--- config.mk ---
export PLATFORM = sky130hd
export DESIGN_NAME = fetch_unit_flat
export DESIGN_NICKNAME = d
export VERILOG_FILES = /design/src/rtl/fetch_unit_if.sv /design/src/rtl/fetch_unit.sv /design/src/flat_wrapper.sv
export SDC_FILE = /design/constraint.sdc
export NUM_CORES = 1
export LEC_CHECK = 0
export CAP_MARGIN = 20
export CELL_PAD_IN_SITES_DETAIL_PLACEMENT = 1
export CELL_PAD_IN_SITES_GLOBAL_PLACEMENT = 1
export CORE_ASPECT_RATIO = 1.75
export CORE_UTILIZATION = 51
export CTS_BUF_LIST = sky130_fd_sc_hd__clkbuf_8
export CTS_CLUSTER_DIAMETER = 50
export DETAILED_ROUTE_END_ITERATION = 7
export DONT_BUFFER_PORTS = 1
export GPL_TIMING_DRIVEN = 1
export PLACE_DENSITY_LB_ADDON = 0.15
export SYNTH_ARGS = -nofsm -noshare
export SYNTH_HDL_FRONTEND = slang
export SYNTH_SLANG_ARGS = --single-unit
export TNS_END_PERCENT = 5
--- constraint.sdc ---
create_clock -name clock -period 3.8 [get_ports clock]
set_input_delay 0.38 -clock clock [delete_from_list [all_inputs] [get_ports clock]]
set_output_delay 0.38 -clock clock [all_outputs]
set_load 0.005 [all_outputs]
--- src/rtl/fetch_unit_if.sv ---
// Fetch-stage bus: imem address/data, decode-side instruction stream and redirect.
// master = fetch_unit side, slave = imem/decode side. dbg_count exposes buffer occupancy.
interface fetch_unit_if #(
  parameter int ADDR_WIDTH = 12,
  parameter int DATA_WIDTH = 32,
  parameter int BUF_DEPTH  = 2
);
  localparam int CNT_W = $clog2(BUF_DEPTH) + 1;

  logic [ADDR_WIDTH-1:0] address_imem;
  logic [DATA_WIDTH-1:0] q_imem;
  logic                  stall;
  logic                  redirect_valid;
  logic [ADDR_WIDTH-1:0] redirect_pc;
  logic                  inst_valid;
  logic [DATA_WIDTH-1:0] inst;
  logic [ADDR_WIDTH-1:0] inst_pc;
  logic [CNT_W-1:0]      dbg_count;

  // Handshake: an instruction transfers on a cycle where inst_valid=1 and stall=0,
  // unless redirect_valid=1 in that cycle (the redirect discards it instead).
  modport master (
    output address_imem, inst_valid, inst, inst_pc, dbg_count,
    input  q_imem, stall, redirect_valid, redirect_pc
  );

  modport slave (
    input  address_imem, inst_valid, inst, inst_pc, dbg_count,
    output q_imem, stall, redirect_valid, redirect_pc
  );
endinterface

--- src/rtl/fetch_unit.sv ---
// Instruction fetch stage: owns the PC, absorbs the imem one-cycle latency in a small FIFO.
// Optional FETCH_BYPASS_EN forwards q_imem straight to decode when the FIFO is empty.
module fetch_unit #(
  parameter int ADDR_WIDTH = 12,
  parameter int DATA_WIDTH = 32,
  parameter logic [ADDR_WIDTH-1:0] RESET_PC = '0,
  parameter int BUF_DEPTH  = 2
) (
  input  logic         clock,
  input  logic         reset,
  fetch_unit_if.master bus
);
  localparam int PTR_W = $clog2(BUF_DEPTH);
  localparam int CNT_W = PTR_W + 1;

  logic [ADDR_WIDTH-1:0] fetch_pc;
  logic [ADDR_WIDTH-1:0] pend_pc;
  logic                  pend_valid;
  logic [DATA_WIDTH-1:0] buf_inst [BUF_DEPTH];
  logic [ADDR_WIDTH-1:0] buf_pc   [BUF_DEPTH];
  logic [PTR_W-1:0]      rd_ptr;
  logic [PTR_W-1:0]      wr_ptr;
  logic [CNT_W-1:0]      count;

  logic            flush;
  logic            head_valid;
  logic            bypass_sel;
  logic            out_valid;
  logic            pop;
  logic            pop_buf;
  logic            push;
  logic            issue;
  logic [CNT_W:0]  occupancy;

  always_comb begin
    flush      = reset | bus.redirect_valid;
    head_valid = (count != '0);
`ifdef FETCH_BYPASS_EN
    bypass_sel = ~head_valid & pend_valid & ~flush;
`else
    bypass_sel = 1'b0;
`endif
    out_valid  = ~reset & (head_valid | bypass_sel);
    pop        = out_valid & ~bus.stall;
    // Slots still committed after this edge; issuing is safe only while one is free.
    occupancy  = {1'b0, count} + (CNT_W+1)'(pend_valid) - (CNT_W+1)'(pop);
    issue      = ~flush & (occupancy < (CNT_W+1)'(BUF_DEPTH));
    push       = pend_valid & ~flush & ~(bypass_sel & pop);
    pop_buf    = pop & ~flush & head_valid;
  end

  always_comb begin
    bus.address_imem = reset ? RESET_PC : fetch_pc;
    bus.inst_valid   = out_valid;
    bus.dbg_count    = count;
    bus.inst         = '0;
    bus.inst_pc      = '0;
    if (out_valid) begin
      if (bypass_sel) begin
        bus.inst    = bus.q_imem;
        bus.inst_pc = pend_pc;
      end else begin
        bus.inst    = buf_inst[rd_ptr];
        bus.inst_pc = buf_pc[rd_ptr];
      end
    end
  end

  always_ff @(posedge clock) begin
    if (reset) begin
      fetch_pc   <= RESET_PC;
      pend_valid <= 1'b0;
      pend_pc    <= '0;
      rd_ptr     <= '0;
      wr_ptr     <= '0;
      count      <= '0;
    end else begin
      if (bus.redirect_valid)
        fetch_pc <= bus.redirect_pc;
      else if (issue)
        fetch_pc <= fetch_pc + ADDR_WIDTH'(1);

      pend_valid <= issue;
      if (issue)
        pend_pc <= fetch_pc;

      if (bus.redirect_valid) begin
        rd_ptr <= '0;
        wr_ptr <= '0;
        count  <= '0;
      end else begin
        if (push)
          wr_ptr <= wr_ptr + PTR_W'(1);
        if (pop_buf)
          rd_ptr <= rd_ptr + PTR_W'(1);
        count <= count + CNT_W'(push) - CNT_W'(pop_buf);
      end
    end
  end

  // Storage needs no reset: entries are only read while count says they are valid.
  always_ff @(posedge clock) begin
    if (push) begin
      buf_inst[wr_ptr] <= bus.q_imem;
      buf_pc[wr_ptr]   <= pend_pc;
    end
  end
endmodule

--- src/flat_wrapper.sv ---
// flat-port wrapper written by rule: the top's interface ports become plain ports
module fetch_unit_flat 
#(
  parameter int ADDR_WIDTH = 12,
  parameter int DATA_WIDTH = 32,
  parameter logic [ADDR_WIDTH-1:0] RESET_PC = '0,
  parameter int BUF_DEPTH  = 2
)
  (clock, reset, bus_address_imem, bus_inst_valid, bus_inst, bus_inst_pc, bus_dbg_count, bus_q_imem, bus_stall, bus_redirect_valid, bus_redirect_pc);
  fetch_unit_if #(.ADDR_WIDTH(ADDR_WIDTH), .DATA_WIDTH(DATA_WIDTH), .BUF_DEPTH(BUF_DEPTH)) bus_i ();
  input  logic clock;
  input  logic reset;
  output wire logic [$bits(bus_i.address_imem)-1:0] bus_address_imem;
  output wire logic [$bits(bus_i.inst_valid)-1:0] bus_inst_valid;
  output wire logic [$bits(bus_i.inst)-1:0] bus_inst;
  output wire logic [$bits(bus_i.inst_pc)-1:0] bus_inst_pc;
  output wire logic [$bits(bus_i.dbg_count)-1:0] bus_dbg_count;
  input wire logic [$bits(bus_i.q_imem)-1:0] bus_q_imem;
  input wire logic [$bits(bus_i.stall)-1:0] bus_stall;
  input wire logic [$bits(bus_i.redirect_valid)-1:0] bus_redirect_valid;
  input wire logic [$bits(bus_i.redirect_pc)-1:0] bus_redirect_pc;
  assign bus_address_imem = bus_i.address_imem;
  assign bus_inst_valid = bus_i.inst_valid;
  assign bus_inst = bus_i.inst;
  assign bus_inst_pc = bus_i.inst_pc;
  assign bus_dbg_count = bus_i.dbg_count;
  assign bus_i.q_imem = bus_q_imem;
  assign bus_i.stall = bus_stall;
  assign bus_i.redirect_valid = bus_redirect_valid;
  assign bus_i.redirect_pc = bus_redirect_pc;
  fetch_unit #(.ADDR_WIDTH(ADDR_WIDTH), .DATA_WIDTH(DATA_WIDTH), .RESET_PC(RESET_PC), .BUF_DEPTH(BUF_DEPTH)) u_core (.clock(clock), .reset(reset), .bus(bus_i));
endmodule
==> flow_summary.yaml <==
status:
  status: "finished, final reports clean"
drt:
  drt-vias-per-instance: 5.59
  drt_wl_total_mm: 9.48
  avgRoutedWirePerCell_um: 18.4
  dr.pass1.iters: 4
  via_count: 2882
  dr.first_iter.drc_count: 69
  postRouteAntennaNets: 0
  drc: 0
cts:
  cts_sinks: 118
  clk_transition_reported_paths_ps: 70
  ctsRootBufferMaster: "clkbuf_8"
  cts_setup_buffers: 0
  cts_tree: "built"
  htree_num_levels: 4
  clk_path_buf_depth: 2
  numCtsBuffers: 17
  clock_latency_ps: 420
worst_setup_path:
  timing.critical_path.buf_inv: 2
  path_max_fanout: 17
  start_kind: "flip-flop"
  critical_path_required_ps: 4140
  end_kind: "flip-flop"
  crit_family: "simple AND/OR/NAND/NOR gates"
  max_stage_delay_ps: 570
  cp.arrival_ps: 3410
  cp_cell_sequence: "o21bai_4 > nor2_1 > ha_1 > nand2b_1 > fa_1 > nor3b_4 > nand2_2 > buf_4 > inv_2 > nand3b_1 > a31oi_1"
  slowest_stage: "dfxtp_1"
  critPathKind: "reg2reg"
die:
  die_area_um2: 9840
  top_level_ports: 107
  num_rows: 46
  die_h_um: 130
  fp.dieW_um: 75.4
  coreArea_um2: 9090
  initial_core_util_pct: 52.9
sta:
  final_hold_viol_count: 0
  setup_tns_ps: 0
  tightest_slew_ps: 1020
  skew_ps: 9.71
  slew-limit-headroom_pct: 32.1
  finalCritPeriodShare_pct: 80.7
  fin_crit_ps: 3070
  setup_slack_ps: 732
  slew_viol_final: 0
  worst_hold_slack_ps: 28.4
  rsz0062_at_grt: "no"
  fmax_mhz: 326
  setup_viol: 0
global_routing:
  antenna_found_initial: 0
  grt_max_degree: 47
  grt_pass1_vias: 3049
  grt_pass1_wl_mm: 14.3
  grt_overflow_total: 0
  grt.total_usage_pct: 20.4
place:
  place_ws_ps: 758
  dp_hpwl_mm: 6.25
  place_area_um2: 4920
  io_buffers: 0
  dp.cells: 479
  place.gp.congestion: 0.736
layout:
  final_util_pct: 59.7
  nets: 436
  finalInstanceArea_um2: 5430
  drive_gt1_share_pct: 10.6
  final_cells: 516
  diodes: 0
  area_delta_synth_final_pct: 12.8
synth:
  synth_area_leaders: "edfxtp_1 55%, dfxtp_1 12%, mux2i_1 9.4%"
  synth_edf_count: 88
  avgSynthCellArea_um2: 12.8
  syn-num-nets: 428
  ys_top_cells_by_count: "88 x edfxtp_1, 50 x nor2_1, 45 x mux2i_1"
  synth_top_cell_by_area: "edfxtp_1"
  synthCells: 375
  synth_cell_types: 45
  async_flop_share_pct: 0
  ys_warn_count: 0
  synth_seq_cells: 118
  yosysMostFrequentCell: "edfxtp_1"
  synth_top_flop_cell: "edfxtp_1"
  synth_area_um2: 4810
  ys_seq_area_share_pct: 67.4
  synth_top_area_share_pct: 54.9
worst_hold_path:
  worstHoldPathType: "in2reg"
power:
  totalPowerFinal_mw: 2.74
  powerDensity_nw_per_um2: 505
  p_leak_nw: 1.80
  ir_drop_v: 0.000274
flow_run:
  drv_cap: 0
[cell type report]
| type | instances | area, um2 |
|---|---|---|
| clock buffers | 22 | 303 |
| well taps | 120 | 150 |
| multi-input cells | 229 | 1470 |
| inverters | 8 | 30.0 |
| clock inverters | 10 | 149 |
| flip-flops and latches | 118 | 3240 |
| fillers | 960 | 3670 |
| repair buffers | 9 | 80.1 |
[power breakdown]
group | total, mW | internal (mW) | switching [mW]
combinational | 0.0708 | 0.0281 | 0.0427
clock | 1.25 | 0.795 | 0.451
sequential | 1.42 | 1.41 | 0.0194
total | 2.74 | 2.23 | 0.513
[final timing paths]
check	start	endpoint	slack (ps)	cells after the start
max	u_core.bus.dbg_count[1]	u_core.fetch_pc[2]	730	11
min	reset	u_core.rd_ptr	30	1
max reg2reg	u_core.bus.dbg_count[1]	u_core.fetch_pc[2]	730	11
min reg2reg	u_core.pend_pc[10]	u_core.buf_pc[1][10]	460	0
[registers in the layout (all words and copies together), names as in the netlist, named ones only]
register,count
u_core.pend_pc,12
u_core.fetch_pc,12
u_core.buf_inst,64
u_core.bus.dbg_count,2
u_core.wr_ptr,1
u_core.rd_ptr,1
u_core.buf_pc,24
u_core.pend_valid,1
[worst register-to-register path, stage by stage, from the launching register on]
cell,delay [ps]
dfxtp_1,570
o21bai_4,90
nor2_1,170
ha_1,260
nand2b_1,150
fa_1,510
nor3b_4,330
nand2_2,150
buf_4,220
inv_2,240
nand3b_1,130
a31oi_1,180
[cells by family (layout without fill, tap and decap cells)]
| group | after synthesis | count (layout) | synth area share (%) |
|---|---|---|---|
| XOR/XNOR | 6 | 6 | 1.25 |
| buffers and inverters | 28 | 49 | 2.45 |
| AND/OR/NAND/NOR | 133 | 133 | 12.9 |
| multiplexers | 46 | 46 | 9.60 |
| AO/OA/AOI/OAI | 39 | 39 | 4.89 |
| adder cells (fa/ha/maj) | 5 | 5 | 1.46 |
| flip-flops | 118 | 118 | 67.4 |
[layer usage]
layer / vias up / global-route usage [%] / wire, um
met2: 109 / 36.7 / 5130
met3: 23 / 7.90 / 573
li1: 1361 / - / -
met4: 0 / 11.4 / 334
met1: 1389 / 19.1 / 3430
met5: - / 0 / 0
[placed cells by master, fill, tap and decap left out, types with 5 or more instances in the layout]
| master | instances |
|---|---|
| nor2_1 | 50 |
| mux2i_1 | 45 |
| clkbuf_8 | 22 |
| dfxtp_1 | 29 |
| and3_1 | 6 |
| nand2_1 | 37 |
| nor2b_1 | 10 |
| nor3_1 | 8 |
| a31oi_1 | 7 |
| inv_1 | 9 |
| dlygate4sd3_1 | 5 |
| a21oi_1 | 16 |
| edfxtp_1 | 88 |
[what timing repair did]
action                    in CTS  in global routing
hold endpoints to repair      20                  1
resized for setup              0                  0
hold buffers                   4                  1
No activity file was read; power rests on OpenSTA's default activity.
